## config.mk

```make
export PLATFORM = sky130hd
export DESIGN_NAME = mc_control_fsm
export DESIGN_NICKNAME = d
export VERILOG_FILES = /design/src/rtl/mc_control_fsm_pkg.sv /design/src/rtl/mc_control_fsm_wait.sv /design/src/rtl/mc_control_fsm.sv
export SDC_FILE = /design/constraint.sdc
export NUM_CORES = 1
export LEC_CHECK = 0
export CAP_MARGIN = 25
export CORE_ASPECT_RATIO = 1.2
export CORE_MARGIN = 2
export CORE_UTILIZATION = 40
export CTS_CLUSTER_DIAMETER = 30
export CTS_CLUSTER_SIZE = 14
export DETAILED_ROUTE_END_ITERATION = 16
export PLACE_DENSITY = 0.69
export SLEW_MARGIN = 20
export SYNTH_ARGS = -nofsm -noshare
export SYNTH_HDL_FRONTEND = slang
export SYNTH_SLANG_ARGS = --single-unit
```

## constraint.sdc

```tcl
create_clock -name clk -period 3.5 [get_ports clk]
set_clock_uncertainty 0.2 [all_clocks]
set_input_delay 0.35 -clock clk [delete_from_list [all_inputs] [get_ports clk]]
set_output_delay 0.35 -clock clk [all_outputs]
set_load 0.02 [all_outputs]
```

## src/rtl/mc_control_fsm_pkg.sv

```systemverilog
// Shared definitions for the multicycle MIPS control FSM.
// Holds state encodings, datapath mux/ALU encodings, opcodes and the control bundle.
// Optional feature macro: MIPS_IMM_OPS_EN adds the IMM_EX/IMM_WB states.
package mc_control_fsm_pkg;

    typedef enum logic [3:0] {
        FETCH,
        DECODE,
        MEM_ADDR,
        MEM_READ,
        MEM_WB,
        MEM_WRITE,
        R_EX,
        R_WB,
        BRANCH,
`ifdef MIPS_IMM_OPS_EN
        JUMP,
        IMM_EX,
        IMM_WB
`else
        JUMP
`endif
    } state_t;

    localparam logic [1:0] ALU_ADD   = 2'b00;
    localparam logic [1:0] ALU_SUB   = 2'b01;
    localparam logic [1:0] ALU_FUNCT = 2'b10;
    localparam logic [1:0] ALU_IMM   = 2'b11;

    localparam logic [2:0] SRCB_B       = 3'b000;
    localparam logic [2:0] SRCB_FOUR    = 3'b001;
    localparam logic [2:0] SRCB_SEXT    = 3'b010;
    localparam logic [2:0] SRCB_SEXT_SH = 3'b011;
    localparam logic [2:0] SRCB_ZEXT    = 3'b100;

    localparam logic [1:0] PC_ALU    = 2'b00;
    localparam logic [1:0] PC_ALUOUT = 2'b01;
    localparam logic [1:0] PC_JUMP   = 2'b10;

    localparam logic [5:0] OP_RTYPE = 6'b000000;
    localparam logic [5:0] OP_J     = 6'b000010;
    localparam logic [5:0] OP_BEQ   = 6'b000100;
    localparam logic [5:0] OP_BNE   = 6'b000101;
    localparam logic [5:0] OP_ADDI  = 6'b001000;
    localparam logic [5:0] OP_SLTI  = 6'b001010;
    localparam logic [5:0] OP_ANDI  = 6'b001100;
    localparam logic [5:0] OP_ORI   = 6'b001101;
    localparam logic [5:0] OP_LW    = 6'b100011;
    localparam logic [5:0] OP_SW    = 6'b101011;

    typedef struct packed {
        logic       memRead;
        logic       memWrite;
        logic       irWrite;
        logic       memtoReg;
        logic       regDst;
        logic       regWrite;
        logic       aluSrcA;
        logic       pcWriteCond;
        logic       pcWrite;
        logic       iorD;
        logic       branchNE;
        logic [2:0] aluSrcB;
        logic [1:0] aluOp;
        logic [1:0] pcSource;
        logic       instrDone;
        logic       badOp;
    } ctrl_t;

    // Logical immediates take a zero-extended operand.
    function automatic logic isZeroExtOp(input logic [5:0] op);
        return (op == OP_ANDI) || (op == OP_ORI);
    endfunction

endpackage

```

## src/rtl/mc_control_fsm_wait.sv

```systemverilog
// mem_wait_ctr: wait-state counter for memory states of the control FSM.
// Ports: clk, rst (sync high), clear, enable in; last out (count==MEM_WAIT).
module mem_wait_ctr
    import mc_control_fsm_pkg::*;
#(
    parameter int MEM_WAIT = 0,
    parameter int CNT_W    = 4
) (
    input  logic clk,
    input  logic rst,
    input  logic clear,
    input  logic enable,
    output logic last
);

    localparam logic [CNT_W-1:0] LAST_CNT = CNT_W'(MEM_WAIT);

    logic [CNT_W-1:0] count;

    // Saturates at LAST_CNT so a stalled state never wraps.
    always_ff @(posedge clk) begin
        if (rst || clear) begin
            count <= '0;
        end else if (enable && !last) begin
            count <= count + CNT_W'(1);
        end
    end

    assign last = (count == LAST_CNT);

endmodule

```

## src/rtl/mc_control_fsm.sv

```systemverilog
// Multicycle MIPS control FSM with memory wait-states, BNE, illegal-op detect.
// Ports: clk, rst (sync high), Op_code in; datapath controls, instr_done, bad_op out.
// Define MIPS_IMM_OPS_EN to build ADDI/ANDI/ORI/SLTI support.
module mc_control_fsm
    import mc_control_fsm_pkg::*;
#(
    parameter int MEM_WAIT = 0,
    parameter int CNT_W    = 4
) (
    input  logic       clk,
    input  logic       rst,
    input  logic [5:0] Op_code,
    output logic       MemRead,
    output logic       MemWrite,
    output logic       IRWrite,
    output logic       MemtoReg,
    output logic       RegDst,
    output logic       RegWrite,
    output logic       ALUSrcA,
    output logic       PCWriteCond,
    output logic       PCWrite,
    output logic       IorD,
    output logic       BranchNE,
    output logic [2:0] ALUSrcB,
    output logic [1:0] ALUOp,
    output logic [1:0] PCSource,
    output logic       instr_done,
    output logic       bad_op
);

    state_t     state;
    state_t     nextState;
    logic [5:0] opLatch;
    logic       memState;
    logic       waitClr;
    logic       waitLast;
    ctrl_t      ctrl;

    always_ff @(posedge clk) begin
        if (rst) begin
            state   <= FETCH;
            opLatch <= '0;
        end else begin
            state <= nextState;
            if (state == DECODE) begin
                opLatch <= Op_code;
            end
        end
    end

    assign memState = (state == FETCH) ||
                      (state == MEM_READ) ||
                      (state == MEM_WRITE);

    // Any state change restarts the count, so each memory state begins at 0.
    assign waitClr = (nextState != state);

    mem_wait_ctr #(
        .MEM_WAIT (MEM_WAIT),
        .CNT_W    (CNT_W)
    ) uWait (
        .clk    (clk),
        .rst    (rst),
        .clear  (waitClr),
        .enable (memState),
        .last   (waitLast)
    );

    always_comb begin
        nextState = state;
        ctrl      = '0;
        unique case (state)
            FETCH: begin
                ctrl.memRead = 1'b1;
                ctrl.aluSrcB = SRCB_FOUR;
                if (waitLast) begin
                    ctrl.irWrite = 1'b1;
                    ctrl.pcWrite = 1'b1;
                    nextState    = DECODE;
                end
            end
            DECODE: begin
                ctrl.aluSrcB = SRCB_SEXT_SH;
                case (Op_code)
                    OP_LW, OP_SW:   nextState = MEM_ADDR;
                    OP_RTYPE:       nextState = R_EX;
                    OP_BEQ, OP_BNE: nextState = BRANCH;
                    OP_J:           nextState = JUMP;
`ifdef MIPS_IMM_OPS_EN
                    OP_ADDI, OP_ANDI,
                    OP_ORI, OP_SLTI: nextState = IMM_EX;
`endif
                    default: begin
                        ctrl.badOp     = 1'b1;
                        ctrl.instrDone = 1'b1;
                        nextState      = FETCH;
                    end
                endcase
            end
            MEM_ADDR: begin
                ctrl.aluSrcA = 1'b1;
                ctrl.aluSrcB = SRCB_SEXT;
                nextState    = (opLatch == OP_SW) ? MEM_WRITE : MEM_READ;
            end
            MEM_READ: begin
                ctrl.memRead = 1'b1;
                ctrl.iorD    = 1'b1;
                if (waitLast) begin
                    nextState = MEM_WB;
                end
            end
            MEM_WB: begin
                ctrl.regWrite  = 1'b1;
                ctrl.memtoReg  = 1'b1;
                ctrl.instrDone = 1'b1;
                nextState      = FETCH;
            end
            MEM_WRITE: begin
                ctrl.iorD = 1'b1;
                if (waitLast) begin
                    ctrl.memWrite  = 1'b1;
                    ctrl.instrDone = 1'b1;
                    nextState      = FETCH;
                end
            end
            R_EX: begin
                ctrl.aluSrcA = 1'b1;
                ctrl.aluSrcB = SRCB_B;
                ctrl.aluOp   = ALU_FUNCT;
                nextState    = R_WB;
            end
            R_WB: begin
                ctrl.regWrite  = 1'b1;
                ctrl.regDst    = 1'b1;
                ctrl.instrDone = 1'b1;
                nextState      = FETCH;
            end
            BRANCH: begin
                ctrl.aluSrcA     = 1'b1;
                ctrl.aluSrcB     = SRCB_B;
                ctrl.aluOp       = ALU_SUB;
                ctrl.pcWriteCond = 1'b1;
                ctrl.pcSource    = PC_ALUOUT;
                ctrl.branchNE    = (opLatch == OP_BNE);
                ctrl.instrDone   = 1'b1;
                nextState        = FETCH;
            end
            JUMP: begin
                ctrl.pcWrite   = 1'b1;
                ctrl.pcSource  = PC_JUMP;
                ctrl.instrDone = 1'b1;
                nextState      = FETCH;
            end
`ifdef MIPS_IMM_OPS_EN
            IMM_EX: begin
                ctrl.aluSrcA = 1'b1;
                ctrl.aluOp   = ALU_IMM;
                ctrl.aluSrcB = isZeroExtOp(opLatch) ? SRCB_ZEXT : SRCB_SEXT;
                nextState    = IMM_WB;
            end
            IMM_WB: begin
                ctrl.regWrite  = 1'b1;
                ctrl.instrDone = 1'b1;
                nextState      = FETCH;
            end
`endif
            default: nextState = FETCH;
        endcase
        // Reset cycle must not leak any write enable to the datapath.
        if (rst) begin
            ctrl = '0;
        end
    end

    assign MemRead     = ctrl.memRead;
    assign MemWrite    = ctrl.memWrite;
    assign IRWrite     = ctrl.irWrite;
    assign MemtoReg    = ctrl.memtoReg;
    assign RegDst      = ctrl.regDst;
    assign RegWrite    = ctrl.regWrite;
    assign ALUSrcA     = ctrl.aluSrcA;
    assign PCWriteCond = ctrl.pcWriteCond;
    assign PCWrite     = ctrl.pcWrite;
    assign IorD        = ctrl.iorD;
    assign BranchNE    = ctrl.branchNE;
    assign ALUSrcB     = ctrl.aluSrcB;
    assign ALUOp       = ctrl.aluOp;
    assign PCSource    = ctrl.pcSource;
    assign instr_done  = ctrl.instrDone;
    assign bad_op      = ctrl.badOp;

endmodule

```

## Word-level counts from Yosys, hierarchy flattened

Index checks and enable logic that the tools add are counted.

| storage, ports and cells | value |
|---|---|
| register bits after elaboration | 14 |
| logic and storage cells | 62 |
| output and inout bits | 20 |

| operators by class | value |
|---|---|
| reductions and logical operators | 16 |
| equality and inequality tests | 17 |
| muxes and demuxes | 25 |
| $add $sub $neg | 1 |

Operator list:

| kind | number |
|---|---|
| $pmux 4 s6 | 1 |
| $mux 20 | 1 |
| $eq 6x3->1 const B | 3 |
| $eq 6x6->1 const B | 3 |
| $eq 4x3->1 const B | 4 |
| $pmux 4 s4 | 1 |
| $mux 1 | 12 |
| $mux 4 | 3 |
| $reduce_or 2->1 | 5 |
| $eq 4x2->1 const B | 2 |
| $eq 4x4->1 const B | 2 |
| $logic_not 4->1 | 2 |
| $pmux 2 s2 | 2 |
| $eq 6x2->1 const B | 1 |
| $logic_not 6->1 | 1 |
| $pmux 2 s3 | 1 |
| $reduce_or 6->1 | 1 |
| $add 4x1->4 const B | 1 |
| $eq 4x1->1 const B | 1 |
| $ne 4x4->1 | 1 |
| $reduce_or 4->1 | 1 |
| $logic_or 1x1->1 | 3 |
| $mux 3 | 1 |
| $pmux 1 s3 | 1 |
| 5 further kinds | 5 |

## Depth between registers and ports, before layout

Gate-level depths: netlist of run 1.

| logic depth | value |
|---|---|
| depth after elaboration | 6 |
| mapped depth | 8 |
| mapped depth without buffers | 7 |

## Modules after synthesis

From an unflattened synthesis of run 1, not the netlist that was laid out.

| unflattened totals | value |
|---|---|
| cell total of the unflattened synthesis | 151 |
| area, all modules | 1114.8 um^2 |

By module, submodules not included:

| module | area each (um^2) | instances | cells an instance |
|---|---|---|---|
| mc_control_fsm | 899.6 | 1 | 126 |
| mem_wait_ctr | 215.2 | 1 | 25 |

## Worst setup path before layout of run 1

Ideal clock, no wire load.

| path | value |
|---|---|
| kind | register to output |
| start point | reg uWait.count[0] |
| end point | out PCWrite |
| data required time | 2950 ps |
| cell stages (with the launch flop) | 7 |
| path slack | 1143 ps |
| data arrival time | 1807 ps |
| cell sequence | dfxtp_1 > inv_1 > ha_1 > or3b_1 > buf_2 > nor4_2 > or2_1 |

| on the way | value |
|---|---|
| word-level cells in the longest chain between the ends | 4 |

Ends and longest elaborated chain:

| what | line | RTL |
|---|---|---|
| start: declaration | mc_control_fsm_wait.sv:18 | `logic [CNT_W-1:0] count;` |
| start signal: assignment | mc_control_fsm_wait.sv:25 | `count <= count + CNT_W'(1);` |
| $logic_not 4->1 | mc_control_fsm_wait.sv:29 | `assign last = (count == LAST_CNT);` |
| $mux 1 | mc_control_fsm.sv:76 | `if (waitLast) begin` |
| $pmux 1 s2 | mc_control_fsm.sv:72 | `unique case (state)` |
| $mux 20 | mc_control_fsm.sv:170 | `if (rst) begin` |
| end: declaration | mc_control_fsm.sv:21 | `output logic PCWrite,` |

Every way passes these cells.

## Final worst setup path of run 1

| path | value |
|---|---|
| start point | in Op_code[2] |
| end point | out instr_done |

| on the way | value |
|---|---|
| word-level cells in the longest chain between the ends | 5 |
| elaborated cells between the ends (all ways) | 10 |
| classes of those cells | eq/ne: 5; mux: 3; reduce/logical: 2 |

Ends and longest elaborated chain:

| what | line | RTL |
|---|---|---|
| start: declaration | mc_control_fsm.sv:12 | `input logic [5:0] Op_code,` |
| $eq 6x2->1, or another cell as far along | mc_control_fsm.sv:84 | `case (Op_code)` |
| $reduce_or 6->1 (no line) * | n/a |  |
| $mux 2 * | mc_control_fsm.sv:84 |  |
| $pmux 1 s3 * | mc_control_fsm.sv:72 |  |
| $mux 20 * | mc_control_fsm.sv:170 |  |
| end: declaration | mc_control_fsm.sv:27 | `output logic instr_done,` |

Mark *: on every way between the ends. The rest lies on a longest branch, timed or not.

==> impl_metrics.json, run 1 <==
{
  "ctsHoldBuffers": 0,
  "r2r-start": "uWait.count[0]",
  "met3RoutedLength_microns": 115,
  "worst_hold_start": "opLatch[4]",
  "initial_util_pct": 41.2,
  "fill_cells": 289,
  "clockPowerShare_pct": 31.6,
  "slack_of_the_critical_path_ps": 414,
  "synth.ff_latch_count": 14,
  "synth_edf_count": 0,
  "area_overhead_vs_synth_pct": 25.7,
  "leakage_nw": 0.512,
  "route.layer.met1.wl_mm": 1.15,
  "synthesis.area_sq_um": 1140,
  "worstPathMaxFanout": 5,
  "final_hpwl_from_detailed_placement_mm": 2.21,
  "floorplan.rows": 21,
  "setup_total_negative_slack_ps": 0,
  "post_cts.repair.setup_buffers": 0,
  "fmax_mhz": 324,
  "postRouteWirelength_mm": 2.80,
  "synthArstFlopShare_pct": 0,
  "clkSlewWorstSetupHoldPaths_ps": 90,
  "pre_cts_slack_ps": 440,
  "delay_of_the_slowest_critical_path_stage_ps": 590,
  "worst_case_vdd_ir_drop_mv": 0.170,
  "worst-endpoint-arrival_ps": 2540,
  "yosysUniqueCellTypes": 44,
  "crit_top_cell": "sky130_fd_sc_hd__clkdlybuf4s50_1",
  "min_period_over_period_pct": 88.2,
  "crit-reg2reg-capture": "state[0]",
  "ctsLongestPathBuffers": 2,
  "cts_tree": "yes",
  "total_cts_buffers": 3,
  "synth_nets": 163,
  "grt_pass1_vias": 1075,
  "layout_common_cells": "sky130_fd_sc_hd__clkdlybuf4s50_1 (26), sky130_fd_sc_hd__nand2_1 (21), sky130_fd_sc_hd__nor2_1 (16), sky130_fd_sc_hd__dfxtp_1 (14), sky130_fd_sc_hd__a21oi_1 (12)",
  "hold_depth": 2,
  "layout-drive-gt1-share_pct": 12.1,
  "power_frac_comb_pct": 23.5,
  "drtIter0Drc": 23,
  "floorplan.core_area_sq_um": 2760,
  "worst-r2r-cell-count": 7,
  "class_of_the_most_critical_hold_timing_path": "reg2reg",
  "die_h_microns": 62.4,
  "sequential_element_share_of_the_synthesized_area_pct": 24.6,
  "layout.area.seq_sq_um": 280,
  "p_sw_share_pct": 28.6,
  "synth.yosys.warnings": 0,
  "root_buffer": "sky130_fd_sc_hd__clkbuf_4",
  "mostFrequentLayoutCell": "sky130_fd_sc_hd__clkdlybuf4s50_1",
  "post_cts_resized": 0,
  "global_route_wire_length_before_repair_mm": 4.73,
  "worst-path-buf-inv": 2,
  "grt_start_max_net_pins": 22,
  "port_buffers": 26,
  "power_mw": 0.375,
  "cp_slowest_cell": "sky130_fd_sc_hd__clkdlybuf4s50_1",
  "cts-htree-levels": 1,
  "wl_met2_mm": 1.47,
  "die_w_microns": 52.7,
  "synth_area_per_cell_sq_um": 7.43,
  "vias": 1172,
  "power.density_cell_area_nw_per_um2": 262,
  "finalMaxSlewViolations": 0,
  "global_route.usage.total_pct": 18.7,
  "dr.pass1.iters": 4,
  "finalWeightedCongestion": 0.897,
  "syn-instance-count": 153,
  "primary_flip_flop_cell_chosen_by_synthesis_mapping": "sky130_fd_sc_hd__dfxtp_1",
  "worst_slew_margin_rel_pct": 51.7,
  "grt_antenna_before_repair": 0,
  "worstSkewPairLatency_ps": 290,
  "numClockSinks": 14,
  "floorplan.die_area_sq_um": 3290,
  "p_int_mw": 0.268,
  "status": "finished, final reports clean",
  "vias_per_cell": 5.63,
  "post-route-min-period_ps": 3090,
  "critical_path.top_delay_family": "buffers and inverters",
  "placed_cells": 204,
  "critPathLaunchType": "input port",
  "io_pins": 28,
  "worst_hold_slack_ps": 259,
  "grt.overflow.total": 0,
  "ordered_cell_list_for_the_critical_path": "clkdlybuf4s50_1 -> mux2_2 -> o32ai_1 -> o31ai_1 -> a2bb2oi_1 -> nor2_1 -> clkdlybuf4s50_1",
  "wire_per_inst_microns": 13.4,
  "holdPathEnd": "opLatch[4]",
  "top_layer": "met4",
  "setup_viol": 0,
  "final_antenna_net_count": 0,
  "footprint_of_the_multi_input_gates_sq_um": 763,
  "p_seq_share_pct": 45.0,
  "grt_setup_unrepaired": "false",
  "r2r_setup_slack_ps": 1350,
  "n_antenna_cell": 0,
  "remaining_drc_errors": 0,
  "fin_cells": 208,
  "cp_endpoint_kind": "primary output",
  "setup_crit_path_kind": "in2out",
  "hold_violations": 0,
  "num-nets-final": 185,
  "cp.required_ps": 2950,
  "tightest_slew_ps": 724,
  "power.net_switching_mw": 0.107,
  "max-cap-violations": 0
}
-- logic make-up (layout without fill, tap and decap cells) --
family,count (synthesis),in the layout,share of synthesized area (%)
other,1,1,0.330
and+or+nand+nor,80,80,40.3
adders and majority gates,2,2,2.20
DFF,14,14,24.6
buffers and inverters,18,39,8.25
muxes,5,5,4.62
AOI/OAI and AO/OA,30,30,17.4
xor gates and xnor gates,3,3,2.31
-- worst register-to-register path: stages (launching register included) --
cell	delay, ps
sky130_fd_sc_hd__dfxtp_1	340
sky130_fd_sc_hd__inv_1	90
sky130_fd_sc_hd__ha_1	160
sky130_fd_sc_hd__or3b_1	550
sky130_fd_sc_hd__a32oi_1	390
sky130_fd_sc_hd__o32ai_1	150
sky130_fd_sc_hd__a21oi_1	140
sky130_fd_sc_hd__nor2_1	50
-- metrics by stage --
stage / utilization [%] / area [sq um]
floorplan: - / 1140
global placement: 50.5 / 1390
detailed placement: 50.5 / 1390
CTS: 51.8 / 1430
global route: 51.8 / 1430
finish: 51.8 / 1430
-- layer usage --
layer / global-route usage, % / vias to the layer above
li1: - / 584
met1: 21.6 / 545
met2: 33.1 / 37
met3: 1.44 / 6
met4: 9.29 / 0
met5: 0 / -
-- worst max path at each step --
stage               depth (start not counted)         end            from
finish                                      7  instr_done      Op_code[2]
floorplan                                   6     PCWrite  uWait.count[0]
detailed placement                          7  instr_done      Op_code[5]
global route                                7  instr_done      Op_code[5]
CTS                                         5    BranchNE        state[3]
global placement                            7  instr_done      Op_code[2]
-- registers in the layout, summed over array words and instances, names as in the netlist --
register / flops
uWait.count: 4
opLatch: 6
state: 4
-- cell usage after synthesis, drive strengths merged, types with 3 or more instances --
library cell / number / area share, %
nor2: 16 / 5.3
or2: 4 / 2.2
dfxtp: 14 / 25
clkbuf: 4 / 1.3
nand3: 3 / 1.3
mux2i: 3 / 2.6
nand2b: 7 / 3.9
o21ai: 4 / 1.8
or3: 3 / 1.7
nor3b: 3 / 2.0
a21oi: 12 / 5.3
buf: 8 / 4.7
o31ai: 3 / 2.0
nor2b: 3 / 1.7
nor3: 9 / 4.4
nand2: 21 / 6.9
nor4: 4 / 3.9
inv: 6 / 2.2
-- final cells by class --
cell class	instances	share of cell area (%)
multi-input combinational	121	53.4
tap	34	2.97
timing repair buffer	29	19.8
sequential	14	19.6
clock buffer	4	2.54
inverter	6	1.75
-- power by group through the flow --
stage                     sequential [mW]  clock (mW)  combinational, mW
final                               0.169       0.118             0.0880
after global routing                0.169       0.128             0.0975
after CTS                           0.169       0.123             0.0879
after detailed placement            0.172           0             0.0878
after global placement              0.172           0             0.0861
after floorplan                     0.170           0             0.0573
(Power assumes the default switching activity.)
==> run 2, diff against run 1 <==
--- a/config.mk
+++ b/config.mk
@@ -12,6 +12,7 @@
 export CTS_CLUSTER_DIAMETER = 30
 export CTS_CLUSTER_SIZE = 14
 export DETAILED_ROUTE_END_ITERATION = 16
+export HOLD_SLACK_MARGIN = 0.03
 export PLACE_DENSITY = 0.69
 export SLEW_MARGIN = 20
 export SYNTH_ARGS = -nofsm -noshare
==> results of run 2 <==
Final layout, timing and power as in run 1 (identical DEF).
==> run 3, diff against run 2 <==
==> constraint.sdc (replaced) <==
create_clock -name clk -period 3.9 [get_ports clk]
set_clock_uncertainty 0.2 [all_clocks]
set_input_delay 0.39 -clock clk [delete_from_list [all_inputs] [get_ports clk]]
set_output_delay 0.39 -clock clk [all_outputs]
set_load 0.02 [all_outputs]
==> run 3 against run 2 <==
  * Count of clock-buffer cells in the layout did not move
  * Cell count fell by 1.4%
  * Sequential power fell by 8%
  * Worst setup slack improved by 300 ps
  * Core utilization fell by 0.82 points
  * Sequential share of layout area rose by 0.31 points
  * Die area did not move
  * Via count fell by 3.2%
  * Clock power fell by 5%
  * Register-to-register slack improved by 400 ps
  * Critical path depth fell by 2
  * First-iteration DRC count rose by 26%
  * Critical path type unchanged
  * Critical endpoint is now BranchNE
==> impl_metrics.json, run 3 (synthesis gave the netlist of run 1 again) <==
{
  "fin_cells": 205,
  "drtIter0Drc": 29,
  "worst_hold_slack_ps": 262,
  "numClockSinks": 14,
  "tightest_slew_ps": 737,
  "remaining_drc_errors": 0,
  "critPathLaunchType": "input port",
  "wire_per_inst_microns": 14.0,
  "worst_case_vdd_ir_drop_mv": 0.187,
  "floorplan.core_area_sq_um": 2760,
  "setup_viol": 0,
  "initial_util_pct": 41.2,
  "vias_per_cell": 5.54,
  "holdPathEnd": "opLatch[4]",
  "gr-usage-met1_pct": 23.5,
  "grt_pass1_vias": 1087,
  "post_cts.repair.setup_buffers": 0,
  "status": "finished, final reports clean",
  "area_overhead_vs_synth_pct": 23.8,
  "hold_depth": 2,
  "n_antenna_cell": 0,
  "placed_cells": 201,
  "io_pins": 28,
  "worstSkewPairLatency_ps": 290,
  "global_route.usage.total_pct": 19.1,
  "ctsLongestPathBuffers": 2,
  "worst-path-buf-inv": 2,
  "fill_cells": 270,
  "root_buffer": "sky130_fd_sc_hd__clkbuf_4",
  "fin_util_pct": 51.0,
  "r2r_setup_slack_ps": 1750,
  "regMostFlops": "opLatch",
  "fmax_mhz": 314,
  "grt.overflow.total": 0,
  "floorplan.die_area_sq_um": 3290,
  "grt_most_used_layer": "met2",
  "clkSlewWorstSetupHoldPaths_ps": 100,
  "hold_violations": 0,
  "worstPathMaxFanout": 15,
  "global_route_wire_length_before_repair_mm": 4.84,
  "total_cts_buffers": 3,
  "groute.layer.met3.usage_pct": 2.87,
  "post-route-min-period_ps": 3190,
  "vias": 1135,
  "placed_cell_area_sq_um": 1370,
  "largest_register_ffs": 6,
  "critical_path.top_delay_family": "buffers and inverters",
  "final_antenna_net_count": 0,
  "post_cts_resized": 0,
  "layout-drive-gt1-share_pct": 10.5,
  "die_w_microns": 52.7,
  "cp.required_ps": 3310,
  "postRouteWirelength_mm": 2.87,
  "worst_slew_margin_rel_pct": 50.8,
  "finalWeightedCongestion": 0.817,
  "cts_tree": "yes",
  "worst_hold_start": "opLatch[4]",
  "groute.layer.met2.usage_pct": 32.3,
  "num-nets-final": 182,
  "dr.pass1.iters": 5,
  "crit-reg2reg-capture": "uWait.count[0]",
  "mostFrequentLayoutCell": "sky130_fd_sc_hd__clkdlybuf4s50_1",
  "final_hpwl_from_detailed_placement_mm": 2.16,
  "min_period_over_period_pct": 81.7,
  "grt_antenna_before_repair": 0,
  "power.density_cell_area_nw_per_um2": 241,
  "r2r-start": "state[1]",
  "class_of_the_most_critical_hold_timing_path": "reg2reg",
  "ctsHoldBuffers": 0,
  "port_buffers": 26,
  "max-cap-violations": 0,
  "delay_of_the_slowest_critical_path_stage_ps": 680,
  "biggestRegsByFlops": "opLatch (6), state (4), uWait.count (4)",
  "worst-r2r-cell-count": 5,
  "floorplan.rows": 21,
  "grt_start_max_net_pins": 22,
  "cp_slowest_cell": "sky130_fd_sc_hd__clkdlybuf4s50_1",
  "worst-endpoint-arrival_ps": 2600,
  "setup_crit_path_kind": "in2out",
  "ordered_cell_list_for_the_critical_path": "clkdlybuf4s50_1 -> nand2b_1 -> or3_1 -> nor3_1 -> clkdlybuf4s50_1",
  "crit_top_cell": "sky130_fd_sc_hd__clkdlybuf4s50_1",
  "post-route-cell-area_sq_um": 1410,
  "die_h_microns": 62.4,
  "setup_total_negative_slack_ps": 0,
  "cts-htree-levels": 1,
  "cp_endpoint_kind": "primary output",
  "layout.area.seq_sq_um": 280,
  "layout_common_cells": "sky130_fd_sc_hd__clkdlybuf4s50_1 (26), sky130_fd_sc_hd__nand2_1 (21), sky130_fd_sc_hd__nor2_1 (16), sky130_fd_sc_hd__dfxtp_1 (14), sky130_fd_sc_hd__a21oi_1 (12)",
  "grt_setup_unrepaired": "false",
  "leakage_nw": 0.497,
  "finalMaxSlewViolations": 0,
  "footprint_of_the_multi_input_gates_sq_um": 763
}
[run 3: final cells by class]
| type | instances | share of cell area, % |
|---|---|---|
| multi-input combinational | 121 | 54.2 |
| sequential | 14 | 19.9 |
| timing repair buffer | 26 | 18.5 |
| tap | 34 | 3.02 |
| clock buffer | 4 | 2.58 |
| inverter | 6 | 1.78 |
[run 3: power breakdown]
group / switching (mW) / leakage [nW] / internal [mW]
Sequential: 0.00781 / 0.114 / 0.148
Clock: 0.0548 / 0.0210 / 0.0569
Combinational: 0.0390 / 0.362 / 0.0336
[run 3: per-layer routing]
metal,up-vias,part of all wire [%]
li1,576,-
met1,523,42
met2,32,52
met3,4,4.6
met4,0,1.5
met5,-,0
[run 3: per-stage QoR]
step                setup slack [ps]  power [mW]
finish                           713       0.340
global route                     569       0.360
CTS                              739       0.343
detailed placement               749       0.231
global placement                 778       0.229
floorplan                       1500       0.204
[run 3: worst max-delay path by stage]
stage / start / end / slack [ps] / cells past startpoint
6_report: rst / BranchNE / 710 / 5
2_1_floorplan: uWait.count[0] / PCWrite / 1500 / 6
3_5_place_dp: rst / BranchNE / 750 / 5
3_3_place_gp: rst / BranchNE / 780 / 5
4_1_cts: rst / BranchNE / 740 / 5
5_1_grt: state[3] / BranchNE / 570 / 5
[run 3: tightest hold or removal path, cell delays in order, from the launching register on]
cell and delay [ps]:
sky130_fd_sc_hd__dfxtp_1 320, sky130_fd_sc_hd__nand2_1 50, sky130_fd_sc_hd__a21oi_1 50
